`src/rtl/game_sequencer.sv`:
```
// Tic-tac-toe move sequencer: validates one-hot submits, tracks the board, detects win/draw.
// Optional per-turn move timeout when MOVE_TIMEOUT_EN is defined.
module game_sequencer #(
    parameter int unsigned TIMEOUT_CYCLES = 500000000
) (
    input  logic       clk,
    input  logic       reset,
    input  logic       s,
    input  logic [2:0] x,
    input  logic [2:0] y,
    output logic       player,
    output logic [8:0] board_occ,
    output logic [8:0] board_owner,
    output logic [3:0] pos,
    output logic [3:0] move_count,
    output logic       move_ok,
    output logic       move_err,
    output logic       timeout,
    output logic       game_over,
    output logic       win,
    output logic       winner,
    output logic       draw
);

    typedef enum logic [1:0] {WAIT, CHECK, EVAL, OVER} state_t;

    state_t     state_q, state_d;
    logic       s_q;
    logic [2:0] x_q, x_d, y_q, y_d;
    logic       player_q, player_d;
    logic [8:0] occ_q, occ_d, own_q, own_d;
    logic [3:0] pos_q, pos_d, cnt_q, cnt_d;
    logic       ok_q, ok_d, err_q, err_d, to_q, to_d;
    logic       over_q, over_d, win_q, win_d, winner_q, winner_d, draw_q, draw_d;

    logic       submit;
    logic       valid;
    logic [3:0] cell_idx;
    logic [8:0] cell_mask;
    logic [8:0] mine;
    logic       line_hit;
    logic       expire;

    function automatic logic [1:0] oh_idx(input logic [2:0] v);
        case (v)
            3'b001:  oh_idx = 2'd0;
            3'b010:  oh_idx = 2'd1;
            default: oh_idx = 2'd2;
        endcase
    endfunction

    function automatic logic is_oh(input logic [2:0] v);
        is_oh = (v == 3'b001) || (v == 3'b010) || (v == 3'b100);
    endfunction

    assign submit    = s & ~s_q;
    assign valid     = is_oh(x_q) & is_oh(y_q);
    assign cell_idx  = 4'(oh_idx(y_q)) * 4'd3 + 4'(oh_idx(x_q));
    assign cell_mask = 9'b1 << cell_idx;

    // Unoccupied cells carry owner 0, so the occ mask keeps them out of P1's set.
    assign mine     = occ_q & (player_q ? own_q : ~own_q);
    assign line_hit = ((mine & 9'h007) == 9'h007) || ((mine & 9'h038) == 9'h038) ||
                      ((mine & 9'h1C0) == 9'h1C0) || ((mine & 9'h049) == 9'h049) ||
                      ((mine & 9'h092) == 9'h092) || ((mine & 9'h124) == 9'h124) ||
                      ((mine & 9'h111) == 9'h111) || ((mine & 9'h054) == 9'h054);

`ifdef MOVE_TIMEOUT_EN
    logic [31:0] tmr_q, tmr_d;

    assign expire = (state_q == WAIT) && (tmr_q == 32'(TIMEOUT_CYCLES - 1));

    always_comb begin
        tmr_d = tmr_q + 32'd1;
        if (state_q != WAIT || submit || expire) tmr_d = '0;
    end

    always_ff @(posedge clk) begin
        if (reset) tmr_q <= '0;
        else       tmr_q <= tmr_d;
    end
`else
    assign expire = 1'b0;
`endif

    always_comb begin
        state_d  = state_q;
        x_d      = x_q;
        y_d      = y_q;
        player_d = player_q;
        occ_d    = occ_q;
        own_d    = own_q;
        pos_d    = pos_q;
        cnt_d    = cnt_q;
        ok_d     = 1'b0;
        err_d    = 1'b0;
        to_d     = 1'b0;
        over_d   = over_q;
        win_d    = win_q;
        winner_d = winner_q;
        draw_d   = draw_q;
        case (state_q)
            WAIT: begin
                if (submit) begin
                    x_d     = x;
                    y_d     = y;
                    state_d = CHECK;
                end else if (expire) begin
                    to_d     = 1'b1;
                    player_d = ~player_q;
                end
            end
            CHECK: begin
                if (!valid || (occ_q & cell_mask) != 9'd0) begin
                    err_d   = 1'b1;
                    state_d = WAIT;
                end else begin
                    occ_d   = occ_q | cell_mask;
                    own_d   = player_q ? (own_q | cell_mask) : (own_q & ~cell_mask);
                    pos_d   = cell_idx + 4'd1;
                    cnt_d   = cnt_q + 4'd1;
                    ok_d    = 1'b1;
                    state_d = EVAL;
                end
            end
            EVAL: begin
                if (line_hit) begin
                    win_d    = 1'b1;
                    winner_d = player_q;
                    over_d   = 1'b1;
                    state_d  = OVER;
                end else if (cnt_q == 4'd9) begin
                    draw_d  = 1'b1;
                    over_d  = 1'b1;
                    state_d = OVER;
                end else begin
                    player_d = ~player_q;
                    state_d  = WAIT;
                end
            end
            default: ;
        endcase
    end

    // s_q resets high so a button held through reset does not register as a press.
    always_ff @(posedge clk) begin
        if (reset) begin
            state_q  <= WAIT;
            s_q      <= 1'b1;
            x_q      <= '0;
            y_q      <= '0;
            player_q <= 1'b0;
            occ_q    <= '0;
            own_q    <= '0;
            pos_q    <= '0;
            cnt_q    <= '0;
            ok_q     <= 1'b0;
            err_q    <= 1'b0;
            to_q     <= 1'b0;
            over_q   <= 1'b0;
            win_q    <= 1'b0;
            winner_q <= 1'b0;
            draw_q   <= 1'b0;
        end else begin
            state_q  <= state_d;
            s_q      <= s;
            x_q      <= x_d;
            y_q      <= y_d;
            player_q <= player_d;
            occ_q    <= occ_d;
            own_q    <= own_d;
            pos_q    <= pos_d;
            cnt_q    <= cnt_d;
            ok_q     <= ok_d;
            err_q    <= err_d;
            to_q     <= to_d;
            over_q   <= over_d;
            win_q    <= win_d;
            winner_q <= winner_d;
            draw_q   <= draw_d;
        end
    end

    assign player      = player_q;
    assign board_occ   = occ_q;
    assign board_owner = own_q;
    assign pos         = pos_q;
    assign move_count  = cnt_q;
    assign move_ok     = ok_q;
    assign move_err    = err_q;
    assign timeout     = to_q;
    assign game_over   = over_q;
    assign win         = win_q;
    assign winner      = winner_q;
    assign draw        = draw_q;

endmodule

```
`config.mk`:
```
export PLATFORM = sky130hd
export DESIGN_NAME = game_sequencer
export DESIGN_NICKNAME = d
export VERILOG_FILES = /design/src/rtl/game_sequencer.sv
export SDC_FILE = /design/constraint.sdc
export NUM_CORES = 1
export LEC_CHECK = 0
export ABC_AREA = 0
export BUFFER_PORTS_ARGS = -buffer_cell sky130_fd_sc_hd__buf_2
export CORE_ASPECT_RATIO = 1.75
export CORE_UTILIZATION = 50
export CTS_CLUSTER_SIZE = 12
export DETAILED_ROUTE_END_ITERATION = 7
export GPL_ROUTABILITY_DRIVEN = 0
export PLACE_DENSITY_LB_ADDON = 0.15
export SLEW_MARGIN = 20
export SYNTH_ARGS = -nofsm -noshare
export SYNTH_HDL_FRONTEND = slang
export SYNTH_SLANG_ARGS = --single-unit
```
`constraint.sdc`:
```
create_clock -name clk -period 6.3 [get_ports clk]
set_clock_uncertainty 0.05 [all_clocks]
set_input_delay 0 -clock clk [delete_from_list [all_inputs] [get_ports clk]]
set_output_delay 0 -clock clk [all_outputs]
set_load 0.02 [all_outputs]
```
==> flow_summary.toml <==
[synthesis]
syn_area_per_cell_um2 = 8.90
ys_top_cells_by_area = "dfxtp_1 37%, ha_1 7.1%, mux2i_1 5.7%"
ys_warn_count = 0
synthAdderAreaFrac = 0.0798
synth_top_cell_by_area = "dfxtp_1"
yosysSeqAreaShare = 0.367
synth_nets = 280
synth.area.mux_share = 0.0683
synth_seq_cells = 42
synth_top_family_by_area = "simple AND/OR/NAND/NOR gates"
synth_compound_area_frac = 0.195
yosys.area_share.simple = 0.216
synth_edf_count = 0
yosysUniqueCellTypes = 52
yosys.area_share.xor_xnor = 0.00765
async_flop_share = 0
netlist_area_mm2 = 0.00229
netlist_instances = 257
synth_ff_type = "dfxtp_1"
synth_top_area_share = 0.367

[worst_setup_path]
end_kind = "register"
path_class = "register to register"
start_kind = "register"
required_ns = 6.44
arrival_ns = 3.89
worstPathMaxFanout = 12
rr_worst_depth = 10

[layout]
final_design_area_no_fill_mm2 = 0.00266
diodes = 0
drive_above_1_share = 0.215
finalNetCount = 319
fillCellCount = 445
area_growth_pct = 16.1
fin_util = 0.603

[sta]
fmax_ghz = 0.266
tightest_slew_ns = 0.894
fin_ws_ns = 2.55
hold_violations = 0
timing.final.crit_share = 0.596
finalSetupViolCount = 0
slew_headroom = 0.389
drv_slew = 0
rsz0062_at_grt = "false"
finalSetupTns_ns = 0
fin_crit_ns = 3.75

[grt]
grt_pass1_wl_um = 8420
grt_pass1_vias = 1796
antenna_found_initial = 0
grt_max_degree = 46
grt_usage = 0.234
overflow = 0

[floorplan]
core_area_mm2 = 0.00440
die_h_um = 91.5
boundaryPins = 43
row_count = 32
dieArea_mm2 = 0.00486
start_util = 0.520
die_x_um = 53.1

[route]
vias_per_cell = 5.93
drt_iter0_drc = 34
wl_per_cell_um = 15.5
vias = 2062
first_pass_iters = 4
drc = 0
routed_wl_um = 5390
antenna_left = 0

[power]
intPower_mw = 0.405
switching_share = 0.242
p_sw_mw = 0.129
power_frac_comb = 0.099
power_frac_seq = 0.505
pwr-share-clk = 0.395
p_total_mw = 0.534
pwr_density_cell_mw_per_mm2 = 201
p_leak_nw = 1.17
irDropWorstVdd_uv = 196

[clock_tree]
cts_num_sinks = 42
clkLatencyLatePin_ns = 0.30
clock_path_buffers = 2
tritoncts = "built"
path_clk_slew_ns = 0.08
cts_buffers = 5
htreeDepth = 2
cts_setup_buffers = 0
root_buffer = "clkbuf_8"

[place]
pre_cts_ws_ns = 2.56
port_buffers = 41
hpwl_um = 3910
placedInstanceArea_mm2 = 0.00248

[min_path]
hold_depth = 2
min_path_type = "input port to register"

[status]
status = "finished clean"

[flow_run]
cap_viol_max_count = 0
==> cells in the final DEF, fill, tap and decap left out, drive strengths merged, types with 3 or more instances in the layout <==
cell and n:
nand3b 3, o21ai 6, dlygate4sd3 7, a31oi 7
nand4 9, inv 18, a311oi 6, nor4 9
nand3 9, and4 5, mux2i 13, buf 41
nand2 6, ha 13, dfxtp 42, nor2 17
and4b 3, a21oi 20, a31o 4, o2111ai 5
nand2b 8, and3 3, clkbuf 5
==> area by class of cell <==
cell class / count / area, µm² / area share
Clock buffer: 5 / 68.8 / 0.0259
Clock inverter: 3 / 40.0 / 0.0151
Inverter: 18 / 67.6 / 0.0254
Multi-Input combinational cell: 181 / 1300 / 0.490
Sequential cell: 42 / 841 / 0.316
Tap cell: 51 / 63.8 / 0.0240
Timing Repair Buffer: 48 / 275 / 0.104
==> logic make-up (layout without fill, tap and decap cells) <==
kind of cell,after synthesis,count (layout)
flip-flops,42,42
adder cells (fa/ha/maj),14,14
XOR/XNOR,2,2
AND/OR/NAND/NOR,84,84
other,1,1
AO/OA/AOI/OAI,65,65
multiplexers,15,15
buffers and inverters,34,74
==> Yosys cell counts, types with 2 or more instances <==
cell type and instances:
o31ai_1 2, mux2i_1 13, nor3b_1 2, nand3b_1 3
and4b_2 2, a31oi_1 7, and4_1 5, a22oi_1 2
a31o_2 4, and2_1 2, buf_2 6, nand4_1 9
and3_2 2, nor4_1 9, a311oi_1 6, nand2b_1 8
xor2_1 2, inv_1 18, o21ai_0 6, o2111ai_1 5
dfxtp_1 42, ha_1 13, or2_2 2, a221oi_1 2
o41ai_1 2, a21oi_1 20, or4_1 2, nor2_1 17
nand2_1 6, nand3_1 9, clkbuf_1 8
==> what timing repair did <==
item / CTS / global route
hold endpoints to repair: 7 / 0
hold buffers: 7 / 0
resized for setup: 0 / 0
==> path summary, 6_finish.rpt <==
path                from             to  slack [ns]
setup / recovery  x_q[0]  move_count[2]        2.55
hold / removal     reset        move_ok        0.21
setup reg to reg  x_q[0]  move_count[2]        2.55
hold reg to reg      win            win        0.39
==> metrics by stage <==
step	hold slack, ns	instances
global placement	0.158	333
floorplan	0.0566	257
finish	0.206	348
global route	0.240	348
detailed placement	0.161	333
CTS	0.205	348
==> worst max-delay path: stages (launching register included) <==
cell and delay, ns:
dfxtp_1 0.41, xor2_1 0.16, nand2b_1 0.07, ha_1 0.30, ha_1 0.21, fa_1 0.70, mux2_4 0.34, a22o_1 0.23
o21bai_1 0.71, nand3_1 0.16, mux2_2 0.31
==> power by group through the flow <==
stage / combinational (mW) / sequential [mW] / clock (mW)
2_1_floorplan: 0.0410 / 0.276 / 0
3_3_place_gp: 0.0495 / 0.276 / 0
3_5_place_dp: 0.0498 / 0.276 / 0
4_1_cts: 0.0531 / 0.270 / 0.214
5_1_grt: 0.0593 / 0.271 / 0.227
6_report: 0.0532 / 0.270 / 0.211
==> per-layer routing <==
metal / wire length, µm / vias up / GRT usage
met4: 116 / 0 / 0.101
met2: 2840 / 48 / 0.425
li1: - / 1035 / -
met1: 2270 / 968 / 0.252
met5: 0 / - / 0
met3: 166 / 11 / 0.0318
Power figures use the tool's default switching activity.
